## src/rtl/progressive_mux_sequencer_if.sv

```systemverilog
// progressive_mux_sequencer_if
// Groups the request handshake and the alpha/compute controls exchanged
// between the channel-select logic (master) and progressive_mux_sequencer
// (slave). clk and reset are kept as plain ports on the sequencer.
//   enable_3M      : one-clk compute strobe (master -> slave)
//   switch_req     : level switch request, held until switch_ack
//   target_sel     : requested side, 0 = data_a, 1 = data_b
//   switch_ack     : one-clk accept pulse (slave -> master)
//   alpha_sequence : crossfade value 0..16
//   enable_compute : high for one 3M period at ramp start
//   busy           : sequencer not idle
//   done           : one-clk completion pulse
//   sel_current    : side currently fully selected
interface progressive_mux_sequencer_if;
    logic       enable_3M;
    logic       switch_req;
    logic       target_sel;
    logic       switch_ack;
    logic [4:0] alpha_sequence;
    logic       enable_compute;
    logic       busy;
    logic       done;
    logic       sel_current;

    modport master (
        output enable_3M, switch_req, target_sel,
        input  switch_ack, alpha_sequence, enable_compute, busy, done, sel_current
    );

    modport slave (
        input  enable_3M, switch_req, target_sel,
        output switch_ack, alpha_sequence, enable_compute, busy, done, sel_current
    );
endinterface

```

## src/rtl/progressive_mux_sequencer.sv

```systemverilog
// progressive_mux_sequencer
// Drives alpha_sequence / enable_compute of progressive_mux. A switch request
// ramps alpha one LSB per STEP_DIV enable_3M ticks between 0 (all data_a)
// and 16 (all data_b). All outputs are registered.
// Ports:
//   clk   : system clock
//   reset : asynchronous, active-low reset
//   bus   : progressive_mux_sequencer_if.slave (enable_3M, switch_req,
//           target_sel in; switch_ack, alpha_sequence, enable_compute, busy,
//           done, sel_current out)
// Parameter STEP_DIV (>= 1): enable_3M ticks per alpha step.
// Optional macro PMUX_SEQ_REVERSE_EN: accept requests while busy, reversing
// an in-flight switch. Without it requests wait until the sequencer is idle.
module progressive_mux_sequencer #(
    parameter int unsigned STEP_DIV = 1
) (
    input  logic                      clk,
    input  logic                      reset,
    progressive_mux_sequencer_if.slave bus
);
    localparam int unsigned   CW        = $clog2(STEP_DIV + 1);
    localparam logic [CW-1:0] DIV       = CW'(STEP_DIV);
    localparam logic [4:0]    ALPHA_MAX = 5'd16;

    typedef enum logic [1:0] {
        IDLE,
        ARM,
        RAMP
    } state_t;

    state_t        state_q, state_d;
    logic [CW-1:0] cnt_q, cnt_d;
    logic [4:0]    alpha_q, alpha_d;
    logic          target_q, target_d;
    logic          sel_q, sel_d;
    logic          ack_q, ack_d;
    logic          done_q, done_d;
    logic          ec_q, ec_d;
    logic          busy_q, busy_d;

    logic          req_new;
    logic          rev_req;
    logic          keep_req;
    logic [CW-1:0] cnt_inc;
    logic          step_hit;
    logic [4:0]    alpha_step;
    logic          ramp_end;

    // ack_q masks the request that is still held during its own ack clk
    assign req_new    = bus.switch_req && !ack_q;
    assign cnt_inc    = cnt_q + CW'(1);
    assign step_hit   = (cnt_inc == DIV);
    // Direction always follows the latched target; saturate at the endpoints
    assign alpha_step = target_q ? ((alpha_q >= ALPHA_MAX) ? ALPHA_MAX : alpha_q + 5'd1)
                                 : ((alpha_q == 5'd0)      ? 5'd0      : alpha_q - 5'd1);
    assign ramp_end   = bus.enable_3M && step_hit &&
                        (alpha_step == (target_q ? ALPHA_MAX : 5'd0));

`ifdef PMUX_SEQ_REVERSE_EN
    assign rev_req  = req_new && (state_q != IDLE) && (bus.target_sel != target_q);
    assign keep_req = req_new && (state_q != IDLE) && (bus.target_sel == target_q);
`else
    assign rev_req  = 1'b0;
    assign keep_req = 1'b0;
`endif

    // State and output registers
    always_ff @(posedge clk or negedge reset) begin
        if (!reset) begin
            state_q  <= IDLE;
            cnt_q    <= '0;
            alpha_q  <= '0;
            target_q <= 1'b0;
            sel_q    <= 1'b0;
            ack_q    <= 1'b0;
            done_q   <= 1'b0;
            ec_q     <= 1'b0;
            busy_q   <= 1'b0;
        end else begin
            state_q  <= state_d;
            cnt_q    <= cnt_d;
            alpha_q  <= alpha_d;
            target_q <= target_d;
            sel_q    <= sel_d;
            ack_q    <= ack_d;
            done_q   <= done_d;
            ec_q     <= ec_d;
            busy_q   <= busy_d;
        end
    end

    // Next state
    always_comb begin
        state_d = state_q;
        case (state_q)
            IDLE: if (req_new && (bus.target_sel != sel_q)) state_d = ARM;
            ARM: begin
                // In ARM a differing target always equals sel_current: abort
                if (rev_req)            state_d = IDLE;
                else if (bus.enable_3M) state_d = RAMP;
            end
            RAMP: if (ramp_end) state_d = IDLE;
            default: state_d = IDLE;
        endcase
    end

    // Next register values for the outputs and datapath
    always_comb begin
        cnt_d    = cnt_q;
        alpha_d  = alpha_q;
        target_d = target_q;
        sel_d    = sel_q;
        ack_d    = 1'b0;
        done_d   = 1'b0;
        ec_d     = ec_q;
        busy_d   = (state_d != IDLE);
        case (state_q)
            IDLE: begin
                if (req_new) begin
                    ack_d    = 1'b1;
                    target_d = bus.target_sel;
                    if (bus.target_sel == sel_q) done_d = 1'b1;
                end
            end
            ARM: begin
                if (rev_req || keep_req) ack_d = 1'b1;
                if (rev_req) begin
                    target_d = ~target_q;
                    done_d   = 1'b1;
                end else if (bus.enable_3M) begin
                    ec_d  = 1'b1;
                    cnt_d = '0;
                end
            end
            RAMP: begin
                if (bus.enable_3M) begin
                    ec_d  = 1'b0;
                    cnt_d = step_hit ? '0 : cnt_inc;
                    if (step_hit) alpha_d = alpha_step;
                    if (ramp_end) begin
                        sel_d  = target_q;
                        done_d = 1'b1;
                    end
                end
                // Completion wins; a same-clk request is re-evaluated from IDLE.
                // A reversal keeps the step counter so the next step reverses.
                if (!ramp_end) begin
                    if (rev_req || keep_req) ack_d = 1'b1;
                    if (rev_req) target_d = ~target_q;
                end
            end
            default: ;
        endcase
    end

    assign bus.switch_ack     = ack_q;
    assign bus.alpha_sequence = alpha_q;
    assign bus.enable_compute = ec_q;
    assign bus.busy           = busy_q;
    assign bus.done           = done_q;
    assign bus.sel_current    = sel_q;
endmodule
```

## src/flat_wrapper.sv

```systemverilog
// flat-port wrapper written by rule: the top's interface ports become plain ports
module progressive_mux_sequencer_flat 
#(
    parameter int unsigned STEP_DIV = 1
)
  (clk, reset, bus_enable_3M, bus_switch_req, bus_target_sel, bus_switch_ack, bus_alpha_sequence, bus_enable_compute, bus_busy, bus_done, bus_sel_current);
  progressive_mux_sequencer_if bus_i ();
  input  logic clk;
  input  logic reset;
  input wire logic [$bits(bus_i.enable_3M)-1:0] bus_enable_3M;
  input wire logic [$bits(bus_i.switch_req)-1:0] bus_switch_req;
  input wire logic [$bits(bus_i.target_sel)-1:0] bus_target_sel;
  output wire logic [$bits(bus_i.switch_ack)-1:0] bus_switch_ack;
  output wire logic [$bits(bus_i.alpha_sequence)-1:0] bus_alpha_sequence;
  output wire logic [$bits(bus_i.enable_compute)-1:0] bus_enable_compute;
  output wire logic [$bits(bus_i.busy)-1:0] bus_busy;
  output wire logic [$bits(bus_i.done)-1:0] bus_done;
  output wire logic [$bits(bus_i.sel_current)-1:0] bus_sel_current;
  assign bus_i.enable_3M = bus_enable_3M;
  assign bus_i.switch_req = bus_switch_req;
  assign bus_i.target_sel = bus_target_sel;
  assign bus_switch_ack = bus_i.switch_ack;
  assign bus_alpha_sequence = bus_i.alpha_sequence;
  assign bus_enable_compute = bus_i.enable_compute;
  assign bus_busy = bus_i.busy;
  assign bus_done = bus_i.done;
  assign bus_sel_current = bus_i.sel_current;
  progressive_mux_sequencer #(.STEP_DIV(STEP_DIV)) u_core (.clk(clk), .reset(reset), .bus(bus_i));
endmodule
```

## config.mk

```make
export PLATFORM = sky130hd
export DESIGN_NAME = progressive_mux_sequencer_flat
export DESIGN_NICKNAME = d
export VERILOG_FILES = /design/src/rtl/progressive_mux_sequencer_if.sv /design/src/rtl/progressive_mux_sequencer.sv /design/src/flat_wrapper.sv
export SDC_FILE = /design/constraint.sdc
export NUM_CORES = 1
export LEC_CHECK = 0
export CORE_MARGIN = 3
export CORE_UTILIZATION = 45
export DETAILED_ROUTE_END_ITERATION = 7
export PLACE_DENSITY = 0.76
export SYNTH_ARGS = -nofsm -noshare
export SYNTH_HDL_FRONTEND = slang
export SYNTH_SLANG_ARGS = --single-unit
```

## constraint.sdc

```tcl
create_clock -name clk -period 2 [get_ports clk]
set_input_delay 0.3 -clock clk [delete_from_list [all_inputs] [get_ports clk]]
set_output_delay 0.3 -clock clk [all_outputs]
set_load 0.005 [all_outputs]
```

### After elaboration in Yosys (flattened, before gate mapping)

Index checks and enable logic that the tools add are counted.

* register bits after elaboration: 13
* input port bits: 5
* output and inout bits: 10
* logic and storage cells: 48

* $add $sub $neg: 2
* order comparisons: 1
* equal/unequal tests: 7
* muxes and demuxes: 18
* reduce and logical (&&, ||, !) cells: 12

Operators by type and width (count)
* $mux W5: 4
* $mux W1: 8
* $mux W2: 3
* $pmux W2 S3: 1
* $reduce_and A3 Y1: 2
* $add A5 B1 Y5 const B: 1
* $eq A5 B5 Y1: 1
* $ge A5 B5 Y1 const B: 1
* $logic_not A5 Y1: 1
* $sub A5 B1 Y5 const B: 1
* $ne A2 B2 Y1 const B: 2
* $pmux W1 S2: 2
* $reduce_and A2 Y1: 2
* $reduce_bool A2 Y1: 2
* $logic_and A1 B1 Y1: 3
* $eq A2 B1 Y1 const B: 1
* $eq A2 B2 Y1 const B: 1
* $logic_not A2 Y1: 1
* $eq A1 B1 Y1: 1
* $logic_not A1 Y1: 1
* $ne A1 B1 Y1: 1

### Logic depth before layout (Yosys ltp)

* depth in word-level cells: 8
* mapped depth: 7
* depth with buffers taken out: 7

### Worst setup path after synthesis

OpenSTA, ideal clock, no wires.

* path type: flip-flop to flip-flop
* start point: reg u_core.alpha_q[0], in the netlist u_core.bus.alpha_sequence[0]
* end point: reg u_core.sel_q, in the netlist u_core.bus.sel_current
* library setup time: 0.125 ns
* data arrival time: 1.806 ns
* data required time: 1.875 ns
* setup slack: 0.069 ns
* stages on the path, launching flop included: 8
* path buffers: 0
* period minus slack after synthesis: 1.931 ns
* cells stage by stage: dfrtp_1 inv_1 ha_1 nor3b_2 a21oi_2 a221oi_2 nand3_2 mux2_4

* word-level cells in the longest chain between the ends: 6
* elaborated cells between the ends (all ways): 10
* classes of those cells: add/sub (2); order compare (1); eq/ne (1); mux (3); reduce/logical (3)

Ends and longest elaborated chain
* start, declared: RTL line progressive_mux_sequencer.sv:33 `logic [4:0] alpha_q, alpha_d;`
* start signal, assigned: RTL line progressive_mux_sequencer.sv:82 `alpha_q <= alpha_d;`
* $sub A5 B1 Y5 (tied with other cells): RTL line progressive_mux_sequencer.sv:55 `: ((alpha_q == 5'd0) ? 5'd0 : alpha_q - 5'd1);`
* $mux W5 (on tied branches): RTL line progressive_mux_sequencer.sv:55, progressive_mux_sequencer.sv:54
* $mux W5 *: RTL line progressive_mux_sequencer.sv:54 `assign alpha_step = target_q ? ((alpha_q >= ALPHA_MAX) ? ALPHA_MAX : alpha_q + 5'd1)`
* $eq A5 B5 Y1 *: RTL line progressive_mux_sequencer.sv:57 `(alpha_step == (target_q ? ALPHA_MAX : 5'd0));`
* $logic_and A1 B1 Y1 *: RTL line progressive_mux_sequencer.sv:56 `assign ramp_end = bus.enable_3M && step_hit &&`
* $reduce_and A3 Y1 (no line) *
* end signal, assigned: RTL line progressive_mux_sequencer.sv:84 `sel_q <= sel_d;`
* end, declared: RTL line progressive_mux_sequencer.sv:35 `logic sel_q, sel_d;`

Mark *: on every way between the ends. The rest lies on a longest branch, timed or not.
A chain may end at the register's enable or synchronous reset.

### Final worst setup path

* start point: reg u_core.alpha_q[3], in the netlist u_core.bus.alpha_sequence[3]
* end point: reg u_core.state_q[1]

* word-level cells in the longest chain between the ends: 7
* elaborated cells between the ends (all ways): 11
* classes of those cells: add/sub (2); order compare (1); eq/ne (1); mux (5); reduce/logical (2)

Ends and longest elaborated chain
* $sub A5 B1 Y5 (tied with other cells): RTL line progressive_mux_sequencer.sv:55
* $mux W5 (on tied branches): RTL line progressive_mux_sequencer.sv:55, progressive_mux_sequencer.sv:54
* $mux W5 *: RTL line progressive_mux_sequencer.sv:54
* $eq A5 B5 Y1 *: RTL line progressive_mux_sequencer.sv:57
* $logic_and A1 B1 Y1 *: RTL line progressive_mux_sequencer.sv:56
* $mux W2 *: RTL line progressive_mux_sequencer.sv:102 `RAMP: if (ramp_end) state_d = IDLE;`
* $pmux W2 S3 *: RTL line progressive_mux_sequencer.sv:95 `case (state_q)`
* named net u_core.state_d[1]: RTL line progressive_mux_sequencer.sv:31 `state_t state_q, state_d;`
* end signal, assigned: RTL line progressive_mux_sequencer.sv:80 `state_q <= state_d;`
* end, declared: RTL line progressive_mux_sequencer.sv:31

The timed path passes the listed nets; every way through them passes the cells marked *.

==> impl_metrics.yaml <==
status:
  status: "completed"
sta:
  fin_hold_ws_ns: 0.3856
  slew_viol_final: 0
  layout_min_cycle_time_ns: 1.909
  clock.fmax_mhz: 523.9
  finalClockSkew_ns: 0.004616
  fin_crit_sh_pct: 95.43
  setup_slack_ns: 0.09139
  finalSetupViolations: 0
  worst-slew-pin-transition_ns: 0.5888
  finalHoldViolations: 0
  slew-limit-headroom_pct: 60.63
cts:
  worstSkewPairLatency_ns: 0.28
  cts-buffers-inserted: 3
  cts.path.max_buffers: 2
  ctsResizeCount: 0
  cts.sinks: 13
  htree_num_levels: 1
  clkSlewWorstSetupHoldPaths_ns: 0.08
  postCtsSetupRepairBufs: 0
  ctsHoldBuffers: 0
  cts_tree: "yes"
  cts_root_buf: "clkbuf_4"
routing:
  first_pass_iters: 4
  wirelength_um: 1910
  drtIter0Drc: 27
  num_vias: 786
  drc: 0
  wire_per_inst_um: 13.36
  via_per_inst: 5.497
  antenna_left: 0
logic_synthesis:
  yosysWarnings: 0
  synth.avg_cell_area_um2: 8.958
  synthSimpleGateAreaFrac_pct: 22.88
  synth_nets: 101
  synth_mux_area_share_pct: 5.498
  synth_cells: 94
  synth_compound_area_share_pct: 21.25
  synth_edf_count: 0
  netlist_area_um2: 842.1
  synth-main-ff-cell: "dfrtp_1"
  yosys.area_share.adder_pct: 2.972
  yosysSeqAreaShare_pct: 38.63
  async_reset_ff_share_pct: 100.0
  synth_xor_area_share_pct: 2.080
  synth_cell_types: 37
  synth_top_family_by_area: "simple AND/OR/NAND/NOR gates"
  synth-seq-cells: 13
grt:
  grt_usage_pct: 16.92
  antenna_found_initial: 0
  gr-total-overflow: 0
  grtUsageMet2_pct: 28.79
  first_global_vias: 728
  use_met3_pct: 4.893
  met1_usage_pct: 18.82
  grt_max_degree: 14
  grt_first_pass_wirelength_um: 3125
  grt_busiest_layer: "met2"
finish:
  layoutNonFillerInstCount: 143
  fillCellCount: 169
  area_growth_pct: 30.46
  insertedDiodeCount: 0
  seqCellArea_um2: 325.3
  multi_input_area_um2: 470.5
  finish.instance_area_um2: 1099
  utilization_pct: 62.94
  drive_gt1_share_pct: 20.34
  final_nets: 126
worst_setup_path:
  path_class: "reg2reg"
  worst-endpoint-required_ns: 2.22
  path_cells: "or3b_2 > mux2i_2 > a221oi_2 > buf_4 > a31oi_1 > a21o_1"
  arrival_ns: 2.13
  startpoint_type: "flip-flop"
  cp_max_fo: 12
  slowest_delay_ns: 0.53
  cp-end-kind: "flip-flop"
  slowest_stage: "dfrtp_1"
floorplan:
  dieArea_um2: 2426
  pin_count: 15
  fp.dieH_um: 49.26
  die_x_um: 49.26
  coreArea_um2: 1745
  start_util_pct: 48.24
  num_rows: 15
min_path:
  hp-class: "in2async"
power:
  leakage_nw: 0.4769
  powerDensity_nw_per_um2: 1586
  peakVddDrop_mv: 0.8546
placed_design:
  gp_congestion: 1.001
  dpl.hpwl_um: 1458
  dp.cells: 139
  io_buffer_count: 14
  post_dp_cell_area_um2: 1062
  pre_cts_ws_ns: 0.1233
run:
  max-cap-violations: 0
-- metrics by stage --
| stage | power, mW | TNS [ns] |
|---|---|---|
| final | 1.742 | 0 |
| after global routing | 1.881 | -0.003527 |
| after CTS | 1.736 | 0 |
| after detailed placement | 1.562 | 0 |
| after global placement | 1.525 | 0 |
| after floorplan | 1.120 | 0 |
-- cell families (layout without fill, tap and decap cells) --
group	after synthesis	count (layout)
and+or+nand+nor	36	36
AOI/OAI and AO/OA	27	27
DFF	13	13
buffers and inverters	10	34
muxes	4	4
adders and majority gates	2	2
xor gates and xnor gates	2	2
-- flip-flops by register name, summed over array words and instances (netlist names) --
signal,cells
u_core.bus.enable_compute,1
u_core.bus.busy,1
u_core.bus.done,1
u_core.target_q,1
u_core.bus.sel_current,1
u_core.state_q,2
u_core.bus.switch_ack,1
u_core.bus.alpha_sequence,5
-- metal layers --
layer | routed length [um] | up-vias
met5 | 0 | -
met4 | 51 | 0
met3 | 121 | 7
met2 | 952 | 27
met1 | 784 | 371
li1 | - | 381
-- final timing paths --
| check | start | endpoint | slack [ns] | cells after the start |
|---|---|---|---|---|
| setup / recovery | u_core.bus.alpha_sequence[3] | u_core.state_q[1] | 0.09 | 6 |
| hold / removal | reset | u_core.bus.alpha_sequence[3] | 0.39 | 1 |
| setup reg to reg | u_core.bus.alpha_sequence[3] | u_core.state_q[1] | 0.09 | 6 |
| hold reg to reg | u_core.bus.enable_compute | u_core.bus.enable_compute | 0.54 | 2 |
| max in group asynchronous | reset | u_core.bus.enable_compute | 1.23 | 1 |
| min in group clk | u_core.bus.enable_compute | u_core.bus.enable_compute | 0.54 | 2 |
-- synth_stat cells, drive strengths merged (2+ instances only) --
| cell | instances | area share [%] |
|---|---|---|
| nand2 | 14 | 6.2 |
| dfrtp | 13 | 39 |
| o21ai | 10 | 5.9 |
| a21oi | 6 | 4.0 |
| nor2 | 6 | 2.7 |
| buf | 5 | 4.5 |
| inv | 4 | 1.8 |
| nand3 | 4 | 3.0 |
| nand3b | 3 | 2.7 |
| a221oi | 2 | 2.8 |
| a31oi | 2 | 1.5 |
| ha | 2 | 3.0 |
| mux2 | 2 | 3.1 |
| mux2i | 2 | 2.4 |
| nor3b | 2 | 2.4 |
| xor2 | 2 | 2.1 |
-- critical path: cells and delay by family (launching register included) --
| kind | cells | cell delay (ns) |
|---|---|---|
| buffers and inverters | 1 | 0.16 |
| muxes | 1 | 0.25 |
| AOI/OAI and AO/OA | 3 | 0.38 |
| and+or+nand+nor | 1 | 0.53 |
| DFF | 1 | 0.53 |
-- layout by cell type (no fill, tap or decap), types with 4 or more instances in the layout --
cell,Yosys,final
nor2_1,6,6
nand2_1,14,14
o21ai_0,10,10
buf_4,0,12
inv_1,4,4
clkdlybuf4s50_1,0,14
a21oi_1,5,5
dfrtp_1,13,13
-- report_power, final --
part / switching [mW] / internal, mW / leakage, nW
logic: 0.478 / 0.577 / 0.302
registers: 0.147 / 0.374 / 0.160
clock network: 0.0885 / 0.0775 / 0.0150
total: 0.713 / 1.03 / 0.477
-- area by class of cell --
cell class | count | area share (%)
tap | 25 | 2.847
multi-input combinational | 71 | 42.82
sequential | 13 | 29.61
clock buffer | 4 | 2.392
inverter | 4 | 1.367
timing repair buffer | 26 | 20.96
No activity file was read; power rests on OpenSTA's default activity.
